**config.mk**
```make
export PLATFORM = sky130hd
export DESIGN_NAME = pwm_deadtime_gen
export DESIGN_NICKNAME = d
export VERILOG_FILES = /design/src/rtl/pwm_deadtime_gen.sv
export SDC_FILE = /design/constraint.sdc
export NUM_CORES = 1
export LEC_CHECK = 0
export ABC_AREA = 1
export CAP_MARGIN = 10
export CORE_ASPECT_RATIO = 1.5
export CORE_UTILIZATION = 62
export CTS_BUF_LIST = sky130_fd_sc_hd__clkbuf_4 sky130_fd_sc_hd__clkbuf_8
export DETAILED_ROUTE_END_ITERATION = 8
export PLACE_DENSITY = 0.83
export SLEW_MARGIN = 20
export SYNTH_ARGS = -nofsm -noshare
export SYNTH_HDL_FRONTEND = slang
export SYNTH_SLANG_ARGS = --single-unit
```
**constraint.sdc**
```tcl
create_clock -name PCLK -period 7.7 [get_ports PCLK]
set_input_delay 2.31 -clock PCLK [delete_from_list [all_inputs] [get_ports PCLK]]
set_output_delay 2.31 -clock PCLK [all_outputs]
set_load 0.01 [all_outputs]
```
**src/rtl/pwm_deadtime_gen.sv**
```systemverilog
// Purpose: six-channel complementary gate driver with programmable dead time and a latching fault shutdown.
// Latency: an ON-side drop is registered on the edge that samples the input change; the other side rises max(DT,1) edges later.
// Backpressure: none; outputs are continuous level drives with no handshake.
module pwm_deadtime_gen #(
  parameter int NCH = 6,
  parameter int DTW = 8
) (
  input  logic           PCLK,
  input  logic           PRESET,
  input  logic [NCH-1:0] EN,
  input  logic [DTW-1:0] DT,
  input  logic [NCH-1:0] PWM_IN,
  input  logic           FAULT,
  input  logic           FAULT_CLR,
  output logic [NCH-1:0] PWM_H,
  output logic [NCH-1:0] PWM_L,
  output logic           FAULT_LATCHED
);

  typedef enum logic [2:0] {
    S_IDLE   = 3'd0,
    S_DEAD_H = 3'd1,
    S_H_ON   = 3'd2,
    S_DEAD_L = 3'd3,
    S_L_ON   = 3'd4,
    S_FAULT  = 3'd5
  } state_t;

  // Shared fault flag: set by any fault request, released only by a clear with no fault present.
  always_ff @(posedge PCLK or posedge PRESET) begin
    if (PRESET) begin
      FAULT_LATCHED <= 1'b0;
    end else if (FAULT) begin
      FAULT_LATCHED <= 1'b1;
    end else if (FAULT_CLR) begin
      FAULT_LATCHED <= 1'b0;
    end
  end

  for (genvar i = 0; i < NCH; i++) begin : g_ch
    state_t         state;
    logic [DTW-1:0] count;
    logic           h_q;
    logic           l_q;

    // Per-channel FSM; the gate outputs are registered alongside the state so
    // they always match the state being entered and H/L can never overlap.
    always_ff @(posedge PCLK or posedge PRESET) begin
      if (PRESET) begin
        state <= S_IDLE;
        count <= '0;
        h_q   <= 1'b0;
        l_q   <= 1'b0;
      end else if (FAULT) begin
        state <= S_FAULT;
        h_q   <= 1'b0;
        l_q   <= 1'b0;
      end else if (state == S_FAULT) begin
        // Leave through IDLE so the channel re-enters via a full dead period.
        if (FAULT_CLR) begin
          state <= S_IDLE;
        end
        h_q <= 1'b0;
        l_q <= 1'b0;
      end else if (!EN[i]) begin
        state <= S_IDLE;
        h_q   <= 1'b0;
        l_q   <= 1'b0;
      end else begin
        case (state)
          S_IDLE: begin
            state <= PWM_IN[i] ? S_DEAD_H : S_DEAD_L;
            count <= DT;
            h_q   <= 1'b0;
            l_q   <= 1'b0;
          end
          S_H_ON: begin
            if (!PWM_IN[i]) begin
              state <= S_DEAD_L;
              count <= DT;
              h_q   <= 1'b0;
              l_q   <= 1'b0;
            end
          end
          S_L_ON: begin
            if (PWM_IN[i]) begin
              state <= S_DEAD_H;
              count <= DT;
              h_q   <= 1'b0;
              l_q   <= 1'b0;
            end
          end
          S_DEAD_H: begin
            // Abort straight back to low side: high side was never driven.
            if (!PWM_IN[i]) begin
              state <= S_L_ON;
              h_q   <= 1'b0;
              l_q   <= 1'b1;
            end else if (count < DTW'(2)) begin
              state <= S_H_ON;
              h_q   <= 1'b1;
              l_q   <= 1'b0;
            end else begin
              count <= count - DTW'(1);
            end
          end
          S_DEAD_L: begin
            if (PWM_IN[i]) begin
              state <= S_H_ON;
              h_q   <= 1'b1;
              l_q   <= 1'b0;
            end else if (count < DTW'(2)) begin
              state <= S_L_ON;
              h_q   <= 1'b0;
              l_q   <= 1'b1;
            end else begin
              count <= count - DTW'(1);
            end
          end
          default: begin
            state <= S_IDLE;
            h_q   <= 1'b0;
            l_q   <= 1'b0;
          end
        endcase
      end
    end

    assign PWM_H[i] = h_q;
    assign PWM_L[i] = l_q;
  end

endmodule

```
==> metrics <==
outcome=finished clean; multi-input logic area=2945 um^2; Synth Register Bits=79; Total GRT Usage=30.77%; simple-gate share of the synthesized area=34.25%; FILL cells=723; largest family of logic cells by synthesized area=simple AND/OR/NAND/NOR gates; die height=117.7 um; clk sinks=79; min-delay worst type=flip-flop to flip-flop; Max Slew Vio Count=0; Site Rows=41; CTS tree=done; Die ar.=9318 um^2; Adder-Cell Fraction of Synth Area=1.356%; Core Box Area=8516 um^2; Starting Density=65.00%; Nets=888; n_diodes=0; routability-driven placement congestion ratio=0.9392; storage element area=1977 um^2; end-of-flow core utilization=70.91%; Mapped Nets=873; Compound-Gate Fraction of Synth Area=16.03%; worst flop-to-flop path startpoint=g_ch[5].state[2]$_DFFE_PP0P_; initial antenna violation count=0; post-synthesis sequential area ratio=35.71%; Setup crit start=FAULT; clk_skew=8.962 ps; synth top area cells=dfrtp_1 36%, nand2_1 18%, o21ai_0 10%; Clock Latency Late Sink=360 ps; CP Capture Type=flip-flop; Post-Syn Area per Cell=6.566 um^2; Final period util=58.15%; Mapped Area=5535 um^2; max-cap violations=0; wire per inst=14.25 um; Slew headroom=47.12%; area delta synth->final=9.087%; drt first pass iters=6; DR DRC count=0; Slew @ Worst Pin=790.2 ps; Routed Antenna Nets=0; Cell variety after synth=36; Yosys top cell area share=35.71%; crit path kind=input port to flip-flop; PortBufs=36; Initial DRC Count=521; CTS Buffer Depth=2; Top Ports=37; setup_tns=0 ps; multiplexer share of the synthesized area=0%; RSZ-0062 raised after global routing=no; largest net degree at the start of global routing=80; share of cells above drive strength 1=5.220%; CP Launch Type=input port; Reg clk slew, reported paths=80 ps; DRT Wirelength=13810 um; first-pass GRT wire length=22990 um; routed vias=5585; Hold Crit Start=g_ch[5].count[5]$_DFFE_PP0P_; Worst EP required=7950 ps; detailed placer's ending HPWL=9775 um; R2R depth=9; leading area contributor after synthesis=dfrtp_1; Final Hold Fails=0; final count of negative-setup-slack endpoints=0; PwrDens=294.5 nW/um^2; die width=79.15 um; Max Clock Freq=0.2233 GHz; Root Driver=clkbuf_8; DR vias/cell=5.764; number of CTS-inserted buffers=9; Final min period=4478 ps; CTS H-Tree Depth=3; Worst IR Drop VDD=0.1941 mV; Leakage=0.003021 uW; largest fanout on the critical path=23; vias in the first global route=5292; Syn Inst Count=843; crit path DAT=4730 ps; Ys Warns=0; post-synthesis xor/xnor area fraction=1.582%; WHS Path Cells=2; Post-CTS Setup Bufs=0; Hold Buf Count CTS=0; quantity of gates resized following cts=0; global route total overflow=0
final cells by class:
type / count / share of cell area (%)
multi-input combinational: 626 / 48.78
tap: 107 / 2.217
clock inverter: 4 / 1.160
clock buffer: 11 / 2.404
timing repair buffer: 37 / 6.154
sequential: 79 / 32.74
inverter: 105 / 6.548
kinds of logic (layout without fill, tap and decap cells):
| kind of cell | after synthesis | count (layout) |
|---|---|---|
| fa+ha+maj | 6 | 6 |
| flops | 79 | 79 |
| compound gates | 161 | 161 |
| simple gates | 449 | 449 |
| buf+inv | 138 | 157 |
| xor+xnor | 10 | 10 |
metrics by stage:
step	worst slack [ps]	power (uW)	cell area, um^2	hold slack (ps)	std cells
after detailed placement	2900	1416	5819	462.5	954
after global placement	3017	1372	5819	462.2	954
after global routing	3110	1928	6038	516.9	969
after CTS	3277	1769	6035	481.8	969
after floorplan	3367	1246	5535	441.9	843
final	3222	1778	6038	480.2	969
worst max-delay path, stage by stage:
cell             delay, ps
clkdlybuf4s50_1        620
inv_1                  670
nand3_1                180
nor2_1                 130
and3_1                 520
inv_1                  160
nand2_1                 90
nand2_1                 50
state kept, by name, summed over array words and instances, names as in the netlist:
signal         cells
g_ch.h_q           6
g_ch.l_q           6
g_ch.count        48
g_ch.state        18
FAULT_LATCHED      1
power by group:
group / internal (uW) / total, uW / switching (uW)
logic: 259 / 756 / 497
registers: 551 / 675 / 124
clock network: 192 / 347 / 155
per-layer routing:
layer / vias up / global-route usage (%) / part of all wire, %
met5: - / 0 / 0
met4: 0 / 13.75 / 2.7
met3: 37 / 5.659 / 5.8
met2: 218 / 54.04 / 52
met1: 2579 / 35.53 / 39
li1: 2751 / - / -
cells in the final DEF, fill, tap and decap left out, drive strengths merged:
master         synthesis  final
bufinv                 0      2
nand3b                 1      1
nand4                 29     29
a211oi                 2      2
o211a                  1      1
inv                  104    103
and3                   1      1
o211ai                 4      4
o31ai                  5      5
clkbuf                 4     11
o22ai                  1      1
xnor2                  1      1
dfrtp                 79     79
clkinv                 1      4
or2                    1      1
o21bai                 2      2
a21oi                 17     17
buf                   29      1
xor2                   9      9
nor3                   9      9
nor3b                  1      1
ha                     6      6
nor2                  86     86
nand3                 58     58
nand2                263    263
a31oi                  4      4
clkdlybuf4s50          0     36
o21ai                125    125
cells in the mapped netlist:
| cell | count |
|---|---|
| a211oi_1 | 2 |
| a21oi_1 | 17 |
| a31oi_1 | 4 |
| and3_1 | 1 |
| buf_2 | 10 |
| buf_4 | 16 |
| buf_6 | 3 |
| clkbuf_1 | 4 |
| clkinv_1 | 1 |
| dfrtp_1 | 79 |
| ha_1 | 6 |
| inv_1 | 97 |
| inv_2 | 7 |
| nand2_1 | 259 |
| nand2_2 | 4 |
| nand3_1 | 57 |
| nand3_2 | 1 |
| nand3b_1 | 1 |
| nand4_1 | 29 |
| nor2_1 | 82 |
| nor2_2 | 3 |
| nor2_4 | 1 |
| nor3_1 | 8 |
| nor3_4 | 1 |
| nor3b_1 | 1 |
| o211a_1 | 1 |
| o211ai_1 | 4 |
| o21ai_0 | 112 |
| o21ai_1 | 3 |
| o21ai_2 | 10 |
| o21bai_1 | 2 |
| o22ai_1 | 1 |
| o31ai_1 | 5 |
| or2_2 | 1 |
| xnor2_1 | 1 |
| xor2_1 | 9 |
path summary, 6_finish.rpt:
| kind | end | slack (ps) |
|---|---|---|
| setup reg to reg | g_ch[5].count[5]$_DFFE_PP0P_ | 5620 |
| hold reg to reg | g_ch[5].count[5]$_DFFE_PP0P_ | 480 |
| max in group asynchronous | g_ch[3].l_q$_DFFE_PP0P_ | 4730 |
| hold / removal | g_ch[5].count[5]$_DFFE_PP0P_ | 480 |
| min in group asynchronous | g_ch[4].count[6]$_DFFE_PP0P_ | 2440 |
| setup / recovery | g_ch[4].count[5]$_DFFE_PP0P_ | 3220 |
No activity file was read; power rests on OpenSTA's default activity.
